File: src/rtl/alu_if.sv
// Operand/result bundle for the ALU-MP execution block.
interface alu_if;
  logic [5:0]  opcode;
  logic [31:0] a;
  logic [31:0] b;
  logic [31:0] result;

  modport master (output opcode, output a, output b, input result);
  modport slave  (input opcode, input a, input b, output result);
endinterface

File: src/rtl/alu.sv
// Registered 32-bit signed ALU, one-cycle latency, one operation per cycle.
// Logic opcodes (~a, or, and, xor) exist only when ALU_LOGIC_OPS_EN is defined.
module alu (
  input  logic clk,
  input  logic rst,
  alu_if.slave bus
);

  localparam logic [5:0] OP_ADD = 6'd4;
  localparam logic [5:0] OP_SUB = 6'd14;
  localparam logic [5:0] OP_ABS = 6'd8;
  localparam logic [5:0] OP_NEG = 6'd11;
  localparam logic [5:0] OP_MAX = 6'd7;
  localparam logic [5:0] OP_MIN = 6'd1;
  localparam logic [5:0] OP_AVG = 6'd13;
`ifdef ALU_LOGIC_OPS_EN
  localparam logic [5:0] OP_NOT = 6'd15;
  localparam logic [5:0] OP_OR  = 6'd3;
  localparam logic [5:0] OP_AND = 6'd5;
  localparam logic [5:0] OP_XOR = 6'd2;
`endif

  logic [31:0] result_d;
  logic [31:0] result_q;
  logic [32:0] sum_ext_s;
  logic        a_gt_b_s;

  // 33-bit sum keeps the carry so avg never overflows; >>>1 rounds toward -inf.
  assign sum_ext_s = {bus.a[31], bus.a} + {bus.b[31], bus.b};
  assign a_gt_b_s  = $signed(bus.a) > $signed(bus.b);

  // Operation select
  always_comb begin
    result_d = 32'd0;
    case (bus.opcode)
      OP_ADD:  result_d = bus.a + bus.b;
      OP_SUB:  result_d = bus.a - bus.b;
      OP_ABS:  result_d = bus.a[31] ? (32'd0 - bus.a) : bus.a;
      OP_NEG:  result_d = 32'd0 - bus.a;
      OP_MAX:  result_d = a_gt_b_s ? bus.a : bus.b;
      OP_MIN:  result_d = a_gt_b_s ? bus.b : bus.a;
      OP_AVG:  result_d = sum_ext_s[32:1];
`ifdef ALU_LOGIC_OPS_EN
      OP_NOT:  result_d = ~bus.a;
      OP_OR:   result_d = bus.a | bus.b;
      OP_AND:  result_d = bus.a & bus.b;
      OP_XOR:  result_d = bus.a ^ bus.b;
`endif
      default: result_d = 32'd0;
    endcase
  end

  // Result register with synchronous reset
  always_ff @(posedge clk) begin
    if (rst) begin
      result_q <= 32'd0;
    end else begin
      result_q <= result_d;
    end
  end

  assign bus.result = result_q;

endmodule

File: src/flat_wrapper.sv
// flat-port wrapper written by rule: the top's interface ports become plain ports
module alu_flat 
  (clk, rst, bus_opcode, bus_a, bus_b, bus_result);
  alu_if bus_i ();
  input  logic clk;
  input  logic rst;
  input wire logic [$bits(bus_i.opcode)-1:0] bus_opcode;
  input wire logic [$bits(bus_i.a)-1:0] bus_a;
  input wire logic [$bits(bus_i.b)-1:0] bus_b;
  output wire logic [$bits(bus_i.result)-1:0] bus_result;
  assign bus_i.opcode = bus_opcode;
  assign bus_i.a = bus_a;
  assign bus_i.b = bus_b;
  assign bus_result = bus_i.result;
  alu u_core (.clk(clk), .rst(rst), .bus(bus_i));
endmodule
File: config.mk
export PLATFORM = sky130hd
export DESIGN_NAME = alu_flat
export DESIGN_NICKNAME = d
export VERILOG_FILES = /design/src/rtl/alu_if.sv /design/src/rtl/alu.sv /design/src/flat_wrapper.sv
export SDC_FILE = /design/constraint.sdc
export NUM_CORES = 1
export LEC_CHECK = 0
export CORE_MARGIN = 4
export CORE_UTILIZATION = 33
export CTS_CLUSTER_DIAMETER = 80
export DETAILED_ROUTE_END_ITERATION = 12
export HOLD_SLACK_MARGIN = 0.06
export PLACE_DENSITY_LB_ADDON = 0.08
export SLEW_MARGIN = 20
export SYNTH_ARGS = -nofsm -noshare
export SYNTH_HDL_FRONTEND = slang
export SYNTH_SLANG_ARGS = --single-unit
File: constraint.sdc
create_clock -name clk -period 10.23 [get_ports clk]
set_clock_uncertainty 0.2 [all_clocks]
set_input_delay 3.069 -clock clk [delete_from_list [all_inputs] [get_ports clk]]
set_output_delay 3.069 -clock clk [all_outputs]
set_load 0.005 [all_outputs]
==> impl_metrics.csv <==
group,metric,value,unit
clocking,cts_buffers,5,
global_route,grt_pass1_vias,7847,
power_and_ir_drop,switching_share,44.24,%
placed_design,post_dp_cell_area,0.007836,mm2
floorplanning,ios,104,
worst_setup_path,cp_max_fo,15,
floorplanning,coreArea,0.01953,mm2
timing,slew_headroom,17.01,%
route,drt-total-wl,28600,um
worst_setup_path,cp-start-kind,"primary input",
synthesis,synth-seq-cells,32,
clocking,tritoncts,"done",
synthesis,synth-edff-count,0,
synthesis,ys_types,72,
synthesis,synth_top_cells_by_area,"ha_1 13%, dfxtp_1 9.7%, a21oi_1 8.0%, o21ai_0 5.6%, nor2_1 4.9%",
worst_setup_path,cp-end-kind,"flip-flop",
global_route,track_usage,25.18,%
worst_setup_path,crit_end,"u_core.bus.result[28]$_SDFF_PP0_",
timing,fin_crit_sh,71.56,%
hold_path,hp-class,"primary input to flip-flop",
timing,rsz0062_at_grt,"no",
clocking,postCtsSetupBuffers,0,
timing,worst_pin_slew,1239,ps
flow_run,max_cap_violations,0,
worst_setup_path,worstPathArrival,7300,ps
floorplanning,rows,51,
layout,syn_to_final_growth,21.41,%
synthesis,yosysMostFrequentCell,"a21oi_1",
worst_setup_path,crit_slowest_cell,"nand2_1",
worst_setup_path,worst-setup-path-type,"primary input to flip-flop",
synthesis,synthArstFlopShare,0,%
timing,slew_viol_final,0,
layout,stdcell_area,0.007983,mm2
timing,fmax,136.6,MHz
power_and_ir_drop,intPower,0.3525,mW
route,ant_nets,0,
clocking,cts_buffer_depth,2,
global_route,grt_max_degree,27,
timing,hold_slack,3217,ps
global_route,grt-ovfl-total,0,
floorplanning,die_area,0.02225,mm2
run_status,status,"finished clean",
power_and_ir_drop,p_switching,0.2797,mW
power_and_ir_drop,max-vdd-ir-drop,0.05748,mV
placed_design,portBuffers,103,
floorplanning,dieWidth,149.2,um
global_route,grt_pass1_wl,44240,um
layout,drive_above_1_share,3.616,%
layout,fillers,2155,
synthesis,syn_nets,1127,
clocking,ctsHtreeMaxLevel,2,
layout,multi_input_area,0.005446,mm2
synthesis,avgSynthCellArea,6.662,um2
timing,setup_violations,0,
clocking,root_buffer,"clkbuf_16",
power_and_ir_drop,seqPwrFrac,20.0,%
floorplanning,die_y,149.2,um
power_and_ir_drop,p_total,0.6323,mW
layout,largest_register_ffs,32,
synthesis,postSynthCellCount,987,
clocking,cts.sinks,32,
synthesis,yosysSeqAreaShare,9.743,%
worst_setup_path,worstPathRequired,10210,ps
power_and_ir_drop,p_clk_share,26.7,%
synthesis,yosys.area.top_type,"ha_1",
synthesis,synth_flop_cell,"dfxtp_1",
power_and_ir_drop,p_leak,2.905,nW
power_and_ir_drop,p_per_area,79.21,mW/mm2
synthesis,ys_warn_count,0,
global_route,antenna_found_initial,0,
clocking,hold_buffers,0,
placed_design,routabilityCongestion,0.9383,
synthesis,synth_commonest_cells,"105 x a21oi_1, 85 x nor2_1, 74 x o21ai_0",
route,wire_per_inst,21.73,um
clocking,clkTransAtPathRegs,60,ps
synthesis,netlist.area_leader.share,12.56,%
layout,num-nets-final,1190,
worst_setup_path,max_stage_delay,560,ps
layout,seqCellArea,640.6,um2
route,via_per_inst,6.122,
route,drt-pass1-iter-count,5,
placed_design,place_hpwl,21690,um
timing,hold_viol_final,0,
timing,fin_setup_tns,0,ps
route,drt_iter0_drc,749,
timing,min_period,7321,ps
synthesis,synth_area,0.006575,mm2
clocking,cts_resized,0,
worst_setup_path,path_cells,"clkdlybuf4s50_1, inv_1, ha_1, fa_1, nand2b_1, a21o_1, a31o_2, o211ai_1, a21oi_1, o21ai_0, nand2_1, buf_4, a221oi_1, a31oi_1",
route,drc_errors,0,
floorplanning,start_util,33.67,%
worst_setup_path,critPathLaunch,"bus_a[0]",
power_and_ir_drop,p_comb_share,53.3,%
route,vias,8057,
layout,n_antenna_cell,0,
how the worst min path moves through the flow:
stage / start / endpoint / cells after the start
6_report: bus_b[15] / u_core.bus.result[15]$_SDFF_PP0_ / 3
5_1_grt: bus_b[10] / u_core.bus.result[10]$_SDFF_PP0_ / 3
4_1_cts: bus_b[15] / u_core.bus.result[15]$_SDFF_PP0_ / 3
3_5_place_dp: bus_b[15] / u_core.bus.result[15]$_SDFF_PP0_ / 3
3_3_place_gp: bus_b[15] / u_core.bus.result[15]$_SDFF_PP0_ / 3
2_1_floorplan: bus_b[15] / u_core.bus.result[15]$_SDFF_PP0_ / 2
routing by layer:
| layer | track usage, % | vias to the layer above | routed length (um) | part of all wire, % |
|---|---|---|---|---|
| li1 | - | 3837 | - | - |
| met1 | 33.52 | 3836 | 12630 | 44 |
| met2 | 42.07 | 314 | 13380 | 47 |
| met3 | 3.282 | 70 | 1697 | 5.9 |
| met4 | 8.467 | 0 | 887 | 3.1 |
| met5 | 0 | - | 0 | 0 |
logic make-up (layout without fill, tap and decap cells):
logic type	after synthesis	after routing	share of synthesized area, %
adder cells (fa/ha/maj)	68	68	13.17
buffers and inverters	135	199	7.878
flip-flops	32	32	9.743
multiplexers	7	7	1.085
XOR/XNOR	35	35	4.662
AND/OR/NAND/NOR	311	311	23.50
AO/OA/AOI/OAI	399	399	39.96
power by group through the flow:
stage	clock network [mW]	logic, mW	registers (mW)
2_1_floorplan	0	0.214	0.129
3_3_place_gp	0	0.330	0.129
3_5_place_dp	0	0.328	0.129
4_1_cts	0.173	0.330	0.126
5_1_grt	0.178	0.367	0.126
6_report	0.169	0.337	0.126
cells in the final DEF (no fill, tap or decap), types with 28 or more instances in the layout:
master	count
a21oi_1	105
clkdlybuf4s50_1	103
nor2_1	84
o21ai_0	74
inv_1	72
nand2_1	71
ha_1	66
dfxtp_1	32
nor3_1	31
xnor2_1	28
final cells by class:
class                      count  share of cell area (%)
clock buffer                   8                   1.834
timing repair buffer         118                   14.33
sequential                    32                   8.025
inverter                      73                   3.433
multi-input combinational    820                   68.23
tap                          265                   4.154
through the flow:
stage | util (%) | std cells | worst slack, ps
after global routing | 40.88 | 1316 | 2527
after CTS | 40.88 | 1316 | 2944
after detailed placement | 40.13 | 1308 | 2624
after global placement | 40.09 | 1307 | 2634
after floorplan | - | 987 | 4165
final | 40.88 | 1316 | 2909
critical path, delay by kind of cell:
| kind | cells | cell delay (ps) |
|---|---|---|
| buf+inv | 3 | 1050 |
| fa+ha+maj | 2 | 620 |
| simple gates | 2 | 750 |
| compound gates | 7 | 1800 |
(Power assumes the default switching activity.)
